$ cat config.mk
export PLATFORM = sky130hd
export DESIGN_NAME = led_anim_seq
export DESIGN_NICKNAME = d
export VERILOG_FILES = /design/src/rtl/led_anim_seq.sv
export SDC_FILE = /design/constraint.sdc
export NUM_CORES = 1
export LEC_CHECK = 0
export BUFFER_PORTS_ARGS = -buffer_cell sky130_fd_sc_hd__buf_2
export CAP_MARGIN = 25
export CORE_MARGIN = 2
export CORE_UTILIZATION = 40
export CTS_BUF_LIST = sky130_fd_sc_hd__clkbuf_8
export DETAILED_ROUTE_END_ITERATION = 10
export HOLD_SLACK_MARGIN = 0.05
export PLACE_DENSITY_LB_ADDON = 0.3
export SLEW_MARGIN = 10
export SYNTH_ARGS = -nofsm -noshare
export SYNTH_HDL_FRONTEND = slang
export SYNTH_SLANG_ARGS = --single-unit
$ cat constraint.sdc
create_clock -name clk -period 4.69 [get_ports clk]
set_input_delay 0.7035 -clock clk [delete_from_list [all_inputs] [get_ports clk]]
set_output_delay 0.7035 -clock clk [all_outputs]
set_load 0.005 [all_outputs]
$ cat src/rtl/led_anim_seq.sv
`default_nettype none
// ============================================================================
// Module      : led_anim_seq
// Description : LED animation sequencer. Holds a writable table of active-low
//               segment patterns and steps through frames 0..last at a
//               programmable rate. It supports four modes: loop, one-shot,
//               ping-pong and reverse loop.
// Ports       : clk, rst_n          - clock, asynchronous active-low reset
//               wr_en/wr_addr/wr_data - frame-table write port
//               start, stop, pause  - sequence control (stop beats start)
//               mode, last, div     - latched on start
//               seg                 - registered active-low pattern
//               frame               - current frame index
//               busy                - high while running (also while paused)
//               wrap, done          - single-cycle event pulses
// Revision    : 1.0 - initial release
// ============================================================================
module led_anim_seq #(
    parameter int SEG_W = 7,
    parameter int IDX_W = 5,
    parameter int DIV_W = 16
) (
    input  logic             clk,
    input  logic             rst_n,
    input  logic             wr_en,
    input  logic [IDX_W-1:0] wr_addr,
    input  logic [SEG_W-1:0] wr_data,
    input  logic             start,
    input  logic             stop,
    input  logic             pause,
    input  logic [1:0]       mode,
    input  logic [IDX_W-1:0] last,
    input  logic [DIV_W-1:0] div,
    output logic [SEG_W-1:0] seg,
    output logic [IDX_W-1:0] frame,
    output logic             busy,
    output logic             wrap,
    output logic             done
);

    localparam int FRAMES = 2 ** IDX_W;

    localparam logic [1:0] c_idle = 2'd0;
    localparam logic [1:0] c_run  = 2'd1;
    localparam logic [1:0] c_hold = 2'd2;

    localparam logic [1:0] c_mode_loop = 2'd0;
    localparam logic [1:0] c_mode_one  = 2'd1;
    localparam logic [1:0] c_mode_pp   = 2'd2;

    logic [SEG_W-1:0] r_table [0:FRAMES-1];

    logic [1:0]       r_state;
    logic [1:0]       r_mode;
    logic [IDX_W-1:0] r_last;
    logic [DIV_W-1:0] r_div;
    logic [DIV_W-1:0] r_cnt;
    logic [IDX_W-1:0] r_frame;
    logic             r_down;
    logic [SEG_W-1:0] r_seg;
    logic             r_wrap;
    logic             r_done;

    logic             w_adv;
    logic             w_tick;

    // The frame table has no reset, so its contents survive reset and stop.
    always_ff @(posedge clk) begin
        if (wr_en) begin
            r_table[wr_addr] <= wr_data;
        end
    end

    assign w_adv  = (r_state == c_run) && !pause;
    assign w_tick = w_adv && (r_cnt == r_div);

    always_ff @(posedge clk or negedge rst_n) begin
        if (!rst_n) begin
            r_state <= c_idle;
            r_mode  <= c_mode_loop;
            r_last  <= '0;
            r_div   <= '0;
            r_cnt   <= '0;
            r_frame <= '0;
            r_down  <= 1'b0;
            r_seg   <= '1;
            r_wrap  <= 1'b0;
            r_done  <= 1'b0;
        end else begin
            r_wrap <= 1'b0;
            r_done <= 1'b0;
            // The table is read live from the frame register. A write to the
            // same address in this cycle is not visible until the next read.
            r_seg  <= (r_state == c_idle) ? '1 : r_table[r_frame];

            if (stop) begin
                r_state <= c_idle;
                r_cnt   <= '0;
                r_frame <= '0;
                r_down  <= 1'b0;
                r_seg   <= '1;
            end else if (start) begin
                r_state <= c_run;
                r_mode  <= mode;
                r_last  <= last;
                r_div   <= div;
                r_cnt   <= '0;
                r_frame <= (mode == 2'd3) ? last : '0;
                r_down  <= 1'b0;
            end else if (w_adv) begin
                r_cnt <= w_tick ? '0 : r_cnt + 1'b1;
                if (w_tick) begin
                    case (r_mode)
                        c_mode_loop: begin
                            if (r_frame == r_last) begin
                                r_frame <= '0;
                                r_wrap  <= 1'b1;
                            end else begin
                                r_frame <= r_frame + 1'b1;
                            end
                        end
                        c_mode_one: begin
                            if (r_frame == r_last) begin
                                r_state <= c_hold;
                                r_done  <= 1'b1;
                            end else begin
                                r_frame <= r_frame + 1'b1;
                            end
                        end
                        c_mode_pp: begin
                            if (r_last == '0) begin
                                r_wrap <= 1'b1;
                            end else if (!r_down && (r_frame != r_last)) begin
                                r_frame <= r_frame + 1'b1;
                            end else begin
                                // Descending, or turning around at last.
                                // Reaching frame 0 ends the cycle.
                                r_frame <= r_frame - 1'b1;
                                if (r_frame == {{(IDX_W-1){1'b0}}, 1'b1}) begin
                                    r_down <= 1'b0;
                                    r_wrap <= 1'b1;
                                end else begin
                                    r_down <= 1'b1;
                                end
                            end
                        end
                        default: begin
                            if (r_frame == '0) begin
                                r_frame <= r_last;
                                r_wrap  <= 1'b1;
                            end else begin
                                r_frame <= r_frame - 1'b1;
                            end
                        end
                    endcase
                end
            end
        end
    end

    assign seg   = r_seg;
    assign frame = r_frame;
    assign busy  = (r_state == c_run);
    assign wrap  = r_wrap;
    assign done  = r_done;

endmodule
`default_nettype wire

==> results of run 1 <==
==> critical path: cells and delay by family (launching register included) <==
family / cells / cell delay (ps)
buf+inv: 2 / 520
flops: 1 / 980
==> final cells by class <==
class	count	share of cell area (%)
Clock buffer	46	4.75
Multi-Input combinational cell	353	26.3
Timing Repair Buffer	61	2.40
Sequential cell	280	61.1
Clock inverter	39	1.68
Tap cell	384	3.61
Inverter	6	0.169
==> cell usage after synthesis, types with 2 or more instances <==
master	instances
edfxtp_1	224
mux4_2	65
nor2_1	60
dfrtp_1	49
xor2_1	31
nand2_1	26
mux2_2	23
mux2i_1	23
nand3_1	15
buf_2	14
a21oi_1	12
clkbuf_1	12
xnor2_1	8
dfstp_2	7
o21ai_0	7
buf_4	6
inv_1	6
nand3b_1	6
or3_1	6
ha_1	5
nand4_1	5
nor4_1	5
mux2_4	4
nor2b_1	4
or3b_2	4
nor3_1	3
o221ai_1	3
a211oi_1	2
a21o_1	2
a22o_1	2
a31oi_1	2
and2_1	2
and3_1	2
buf_6	2
nor3_2	2
nor3b_1	2
o2111ai_1	2
==> metal layers <==
metal / vias up / global-route usage [%] / wire length, µm
met1: 3231 / 22.1 / 10200
met2: 238 / 27.1 / 12100
li1: 2795 / - / -
met4: 0 / 4.86 / 548
met5: - / 0 / 0
met3: 51 / 3.90 / 1900
==> kinds of logic after synthesis <==
| family | count (synthesis) | share of synthesized area (%) |
|---|---|---|
| DFF | 280 | 68.7 |
| and+or+nand+nor | 151 | 6.55 |
| muxes | 115 | 17.0 |
| AOI/OAI and AO/OA | 43 | 2.60 |
| buffers and inverters | 40 | 1.73 |
| xor gates and xnor gates | 39 | 2.88 |
| adders and majority gates | 5 | 0.528 |
==> sequential cells by signal, indices dropped and copies added, names as in the netlist <==
name / count
seg: 7
r_mode: 2
frame: 5
done: 1
r_cnt: 16
r_state: 2
wrap: 1
r_div: 16
r_down: 1
r_table: 224
r_last: 5
==> layout by cell type (no fill, tap or decap), drive strengths merged, types with 4 or more instances in the layout <==
master / synthesis / layout
mux2i: 23 / 23
nor4: 6 / 6
nor2: 60 / 60
or3: 7 / 7
or3b: 5 / 5
nand2: 26 / 26
xor2: 31 / 31
inv: 6 / 18
nand4: 5 / 5
clkinv: 0 / 26
a21oi: 12 / 12
dfrtp: 49 / 49
edfxtp: 224 / 224
nor3: 5 / 5
nand3: 15 / 15
ha: 5 / 5
dfstp: 7 / 7
o21ai: 7 / 7
buf: 22 / 61
mux2: 27 / 27
xnor2: 8 / 8
mux4: 65 / 65
nor2b: 4 / 4
clkbuf: 12 / 46
nand3b: 7 / 7
==> stage by stage <==
stage                     hold slack, ps  cells  util [%]
after global routing                 305   1169      46.1
after CTS                            286   1169      46.1
final                                285   1169      46.1
after detailed placement             517   1084      43.1
after global placement               517   1084      43.1
after floorplan                      408    673         -
==> worst max-delay path by stage <==
stage                     slack (ps)  cells past startpoint                   end
after detailed placement        1910                      5      seg[2]$_DFF_PN1_
after CTS                       1800                      2              frame[0]
after global placement          1940                      5      seg[5]$_DFF_PN1_
after floorplan                 2200                     11  frame[4]$_DFFE_PN0P_
after global routing            1710                      8  frame[2]$_DFFE_PN0P_
final                           1940                      2              frame[0]
==> power by group through the flow <==
stage / Sequential [µW] / Combinational (µW) / Clock [µW]
2_1_floorplan: 2830 / 464 / 0
3_3_place_gp: 2890 / 592 / 0
3_5_place_dp: 2890 / 606 / 0
4_1_cts: 2850 / 608 / 2020
5_1_grt: 2860 / 652 / 2130
6_report: 2840 / 600 / 1960
==> flow_metrics.py, run 1 <==
metrics = {
    "die": {
        "dieArea_um2": 31000,
        "core_area_um2": 28900,
        "initial_utilization_pct": 40.9,
        "ioPinCount": 56,
        "rows": 62,
        "die_y_um": 176,
        "die_w_um": 176,
    },
    "timing": {
        "rsz0062_at_grt": "no",
        "setup_viol": 0,
        "fin_crit_sh_pct": 58.7,
        "worst_pin_slew_ps": 970,
        "slew_viol_final": 0,
        "slew_headroom_pct": 35.1,
        "finalClockSkew_ps": 38.6,
        "setup_slack_ps": 1940,
        "setup_tns_ps": 0,
        "period_needed_ps": 2750,
        "max_freq_mhz": 363,
        "hold_viol_final": 0,
    },
    "yosys": {
        "ys_warn_count": 0,
        "synthTopCellsByArea": "edfxtp_1 (57%), mux4_2 (12%), dfrtp_1 (10%)",
        "syn_area_um2": 11800,
        "synth_top_area_share_pct": 56.8,
        "ys_seq_area_share_pct": 68.7,
        "post_synth.cell_area_avg_um2": 17.6,
        "syn-instance-count": 673,
        "synth_top_area_cell": "edfxtp_1",
        "synth_edf_count": 224,
        "ys_seq_elements": 280,
        "synthArstFlopShare_pct": 20.0,
        "synthesis.nets": 719,
        "synth_cell_type_count": 57,
        "synth_ff_type": "edfxtp_1",
    },
    "power": {
        "total_leakage_power_uw": 0.00459,
        "power.share.combinational_pct": 11.1,
        "seq_power_share_pct": 52.6,
        "p_sw_uw": 1370,
        "p_sw_share_pct": 25.3,
        "ir_worst_vdd_mv": 0.179,
        "p_int_uw": 4040,
        "power_density_nw_per_um2": 406,
        "finalPower_uw": 5410,
        "clockPowerShare_pct": 36.3,
    },
    "global_routing": {
        "grt_antenna_before_repair": 0,
        "overflow": 0,
        "grt_usage_pct": 16.5,
        "grt_max_degree": 57,
        "grt_pass1_vias": 6666,
        "grt_pass1_wl_um": 38500,
    },
    "setup_path": {
        "cp-startpoint": "frame[0]$_DFFE_PN0P_",
        "r2r_end": "frame[4]$_DFFE_PN0P_",
        "cp.required_ps": 3990,
        "cp-start-kind": "flip-flop",
        "cpMaxStageDelayCell": "dfrtp_4",
        "rrSetupSlack_ps": 1960,
        "critPathMaxFanout": 44,
        "path_cells": "buf_4, buf_2",
        "regToRegStartpoint": "frame[0]$_DFFE_PN0P_",
        "arrival_ps": 2050,
        "reg2regPathDepth": 6,
        "critical-path-max-stage-delay_ps": 980,
        "crit_type": "reg -> out",
        "end_kind": "primary output",
    },
    "placement": {
        "port_buffers": 55,
        "hpwl_um": 16200,
        "place_area_um2": 12500,
        "place_ws_ps": 1910,
        "gp_congestion": 0.948,
    },
    "detailed_routing": {
        "drc_errors": 0,
        "dr.pass1.iters": 7,
        "wire_per_inst_um": 21.2,
        "viasPerCell": 5.40,
        "drt-initial-drc-count": 627,
        "ant_nets": 0,
        "num_vias": 6315,
        "drt-total-wl_um": 24700,
    },
    "cts": {
        "cts_root_buffer": "clkbuf_8",
        "htree_levels": 2,
        "ctsHoldBuffers": 0,
        "cts_tree": "built",
        "clock-sinks": 280,
        "numCtsBuffers": 46,
        "cts_setup_buffers": 0,
        "clk-insertion-delay-late_ps": 590,
        "clk_pin_slew_worst_paths_ps": 70,
        "clock_path_buffers": 3,
        "cts-resized-gates": 0,
    },
    "final_layout": {
        "final_nets": 794,
        "syn_to_final_growth_pct": 12.5,
        "fin_area_um2": 13300,
        "multiInputGateArea_um2": 3500,
        "regArea_um2": 8140,
        "layout-drive-gt1-share_pct": 30.4,
        "fillers": 2481,
        "diodes": 0,
    },
    "status": {
        "status": "finished clean",
    },
    "min_path": {
        "hp-class": "in -> async",
    },
    "job": {
        "maxCapViolations": 0,
    },
}
Note: power is estimated with default switching activity, not from simulation.
==> run 2: changes to the inputs <==
Clock period 4.69 ns to 2.6 ns, I/O delays scaled along.
==> flow_metrics.py, run 2 (synthesis results as in run 1) <==
metrics = {
    "die": {
        "rows": 62,
        "die_w_um": 176,
        "dieArea_um2": 31000,
        "core_area_um2": 28900,
        "ioPinCount": 56,
        "initial_utilization_pct": 40.9,
        "die_y_um": 176,
    },
    "cts": {
        "ctsHoldBuffers": 17,
        "cts_tree": "built",
        "clk-insertion-delay-late_ps": 560,
        "clk_pin_slew_worst_paths_ps": 60,
        "cts_root_buffer": "clkbuf_8",
        "numCtsBuffers": 48,
        "htree_levels": 2,
        "cts_setup_buffers": 0,
        "clock-sinks": 280,
        "clock_path_buffers": 3,
        "cts-resized-gates": 0,
    },
    "setup_path": {
        "cpMaxStageDelayCell": "dfrtp_4",
        "cp_num_buf_inv": 1,
        "end_kind": "flip-flop",
        "cp-start-kind": "flip-flop",
        "cpLargestDelayFamily": "compound AO/OA/AOI/OAI gates",
        "arrival_ps": 2690,
        "critical-path-max-stage-delay_ps": 530,
        "path_cells": "inv_1, ha_1, nand4_1, o2111ai_1, o21ai_0, a22o_1, mux2_4",
        "cp.required_ps": 3030,
        "crit_type": "reg -> reg",
        "critPathMaxFanout": 8,
    },
    "power": {
        "power.share.combinational_pct": 12.3,
        "total_leakage_power_uw": 0.00486,
        "ir_worst_vdd_mv": 0.366,
        "p_sw_uw": 2440,
        "seq_power_share_pct": 50.5,
        "clockPowerShare_pct": 37.2,
        "power_density_nw_per_um2": 724,
        "p_sw_share_pct": 24.4,
        "p_int_uw": 7580,
        "finalPower_uw": 10000,
    },
    "final_layout": {
        "syn_to_final_growth_pct": 16.9,
        "regMostFlops": "r_table",
        "layout-drive-gt1-share_pct": 32.4,
        "largest_reg_flops": 224,
        "fin_area_um2": 13800,
        "final_nets": 847,
        "diodes": 0,
        "mostFrequentLayoutCells": "edfxtp_1 (224), mux4_2 (65), nor2_1 (59)",
        "layout_commonest_cell": "edfxtp_1",
        "biggestRegsByFlops": "r_table (224), r_cnt (16), r_div (16)",
    },
    "timing": {
        "rsz0062_at_grt": "no",
        "finalClockSkew_ps": 17.6,
        "worst_pin_slew_ps": 780,
        "slew_viol_final": 0,
        "setup_viol": 0,
        "fin_crit_sh_pct": 86.6,
        "period_needed_ps": 2250,
        "whs_ps": 85.6,
        "slew_headroom_pct": 47.8,
        "hold_viol_final": 0,
        "setup_tns_ps": 0,
        "max_freq_mhz": 444,
        "setup_slack_ps": 348,
    },
    "global_routing": {
        "grtUsageMet1_pct": 23.2,
        "grt_util_met3_pct": 3.29,
        "grt_usage_pct": 17.1,
        "grt.busiest_layer": "met2",
        "grt_pass1_wl_um": 40100,
        "overflow": 0,
        "grt_antenna_before_repair": 1,
        "use_met2_pct": 28.3,
        "grt_max_degree": 41,
        "grt_pass1_vias": 6994,
    },
    "placement": {
        "port_buffers": 55,
        "hpwl_um": 16800,
        "place_ws_ps": 370,
        "gp_congestion": 0.966,
        "place_area_um2": 12800,
    },
    "detailed_routing": {
        "drc_errors": 0,
        "viasPerCell": 5.36,
        "num_vias": 6547,
        "ant_nets": 0,
        "drt-total-wl_um": 25600,
        "wire_per_inst_um": 21.0,
        "dr.pass1.iters": 5,
        "drt-initial-drc-count": 802,
    },
    "job": {
        "maxCapViolations": 0,
    },
    "min_path": {
        "hp-class": "in -> reg",
    },
    "status": {
        "status": "finished clean",
    },
}
run 2: cell types whose count changed in the layout (fill, tap and decap cells not counted):
cell and change:
clkbuf_8 +2, inv_1 +2, clkinv_1 +1, buf_12 +3, buf_4 +31, dlygate4sd3_1 +17, inv_8 -1, clkinv_2 -6
clkinv_4 -1, inv_12 -1, bufinv_16 +2, clkinvlp_4 +3
run 2: worst paths after layout:
path,startpoint,to,slack (ps),depth (start not counted)
setup / recovery,frame[0]$_DFFE_PN0P_,frame[1]$_DFFE_PN0P_,350,7
hold / removal,last[1],r_last[1]$_DFFE_PN0P_,90,2
setup reg to reg,frame[0]$_DFFE_PN0P_,frame[1]$_DFFE_PN0P_,350,7
hold reg to reg,r_div[6]$_DFFE_PN0P_,r_div[6]$_DFFE_PN0P_,530,1
max in group asynchronous,rst_n,seg[0]$_DFF_PN1_,1810,3
min in group asynchronous,rst_n,r_cnt[12]$_DFFE_PN0P_,350,3
run 2: layout make-up:
class                   instances  area, µm²
clock buffers                  48        661
clock inverters                38        251
fillers                      2468      15100
inverters                       6       22.5
multi-input cells             353       3500
flip-flops and latches        280       8140
well taps                     384        480
repair buffers                112        783
run 2: power groups by stage:
stage          Clock [µW]  Sequential, µW  Combinational [µW]
6_report             3730            5060                1240
5_1_grt              4060            5070                1340
4_1_cts              3840            5060                1260
3_5_place_dp            0            5140                1230
3_3_place_gp            0            5140                1210
2_1_floorplan           0            5110                 836
run 2: worst reg2reg max path, delay by kind of cell, from the launching register on:
family	cells	cell delay [ps]
flip-flops	1	530
buffers and inverters	1	120
AO/OA/AOI/OAI	3	710
multiplexers	1	260
AND/OR/NAND/NOR	1	310
adder cells (fa/ha/maj)	1	190
run 2: routing by layer:
| layer | vias to the layer above | routed length (µm) |
|---|---|---|
| li1 | 2899 | - |
| met1 | 3389 | 10800 |
| met2 | 227 | 12600 |
| met3 | 30 | 1820 |
| met4 | 2 | 364 |
| met5 | - | 9 |
run 2: stage by stage:
stage,cells,util (%)
after floorplan,673,-
after global placement,1118,44.1
after detailed placement,1118,44.1
after CTS,1221,47.8
after global routing,1221,47.8
final,1221,47.8
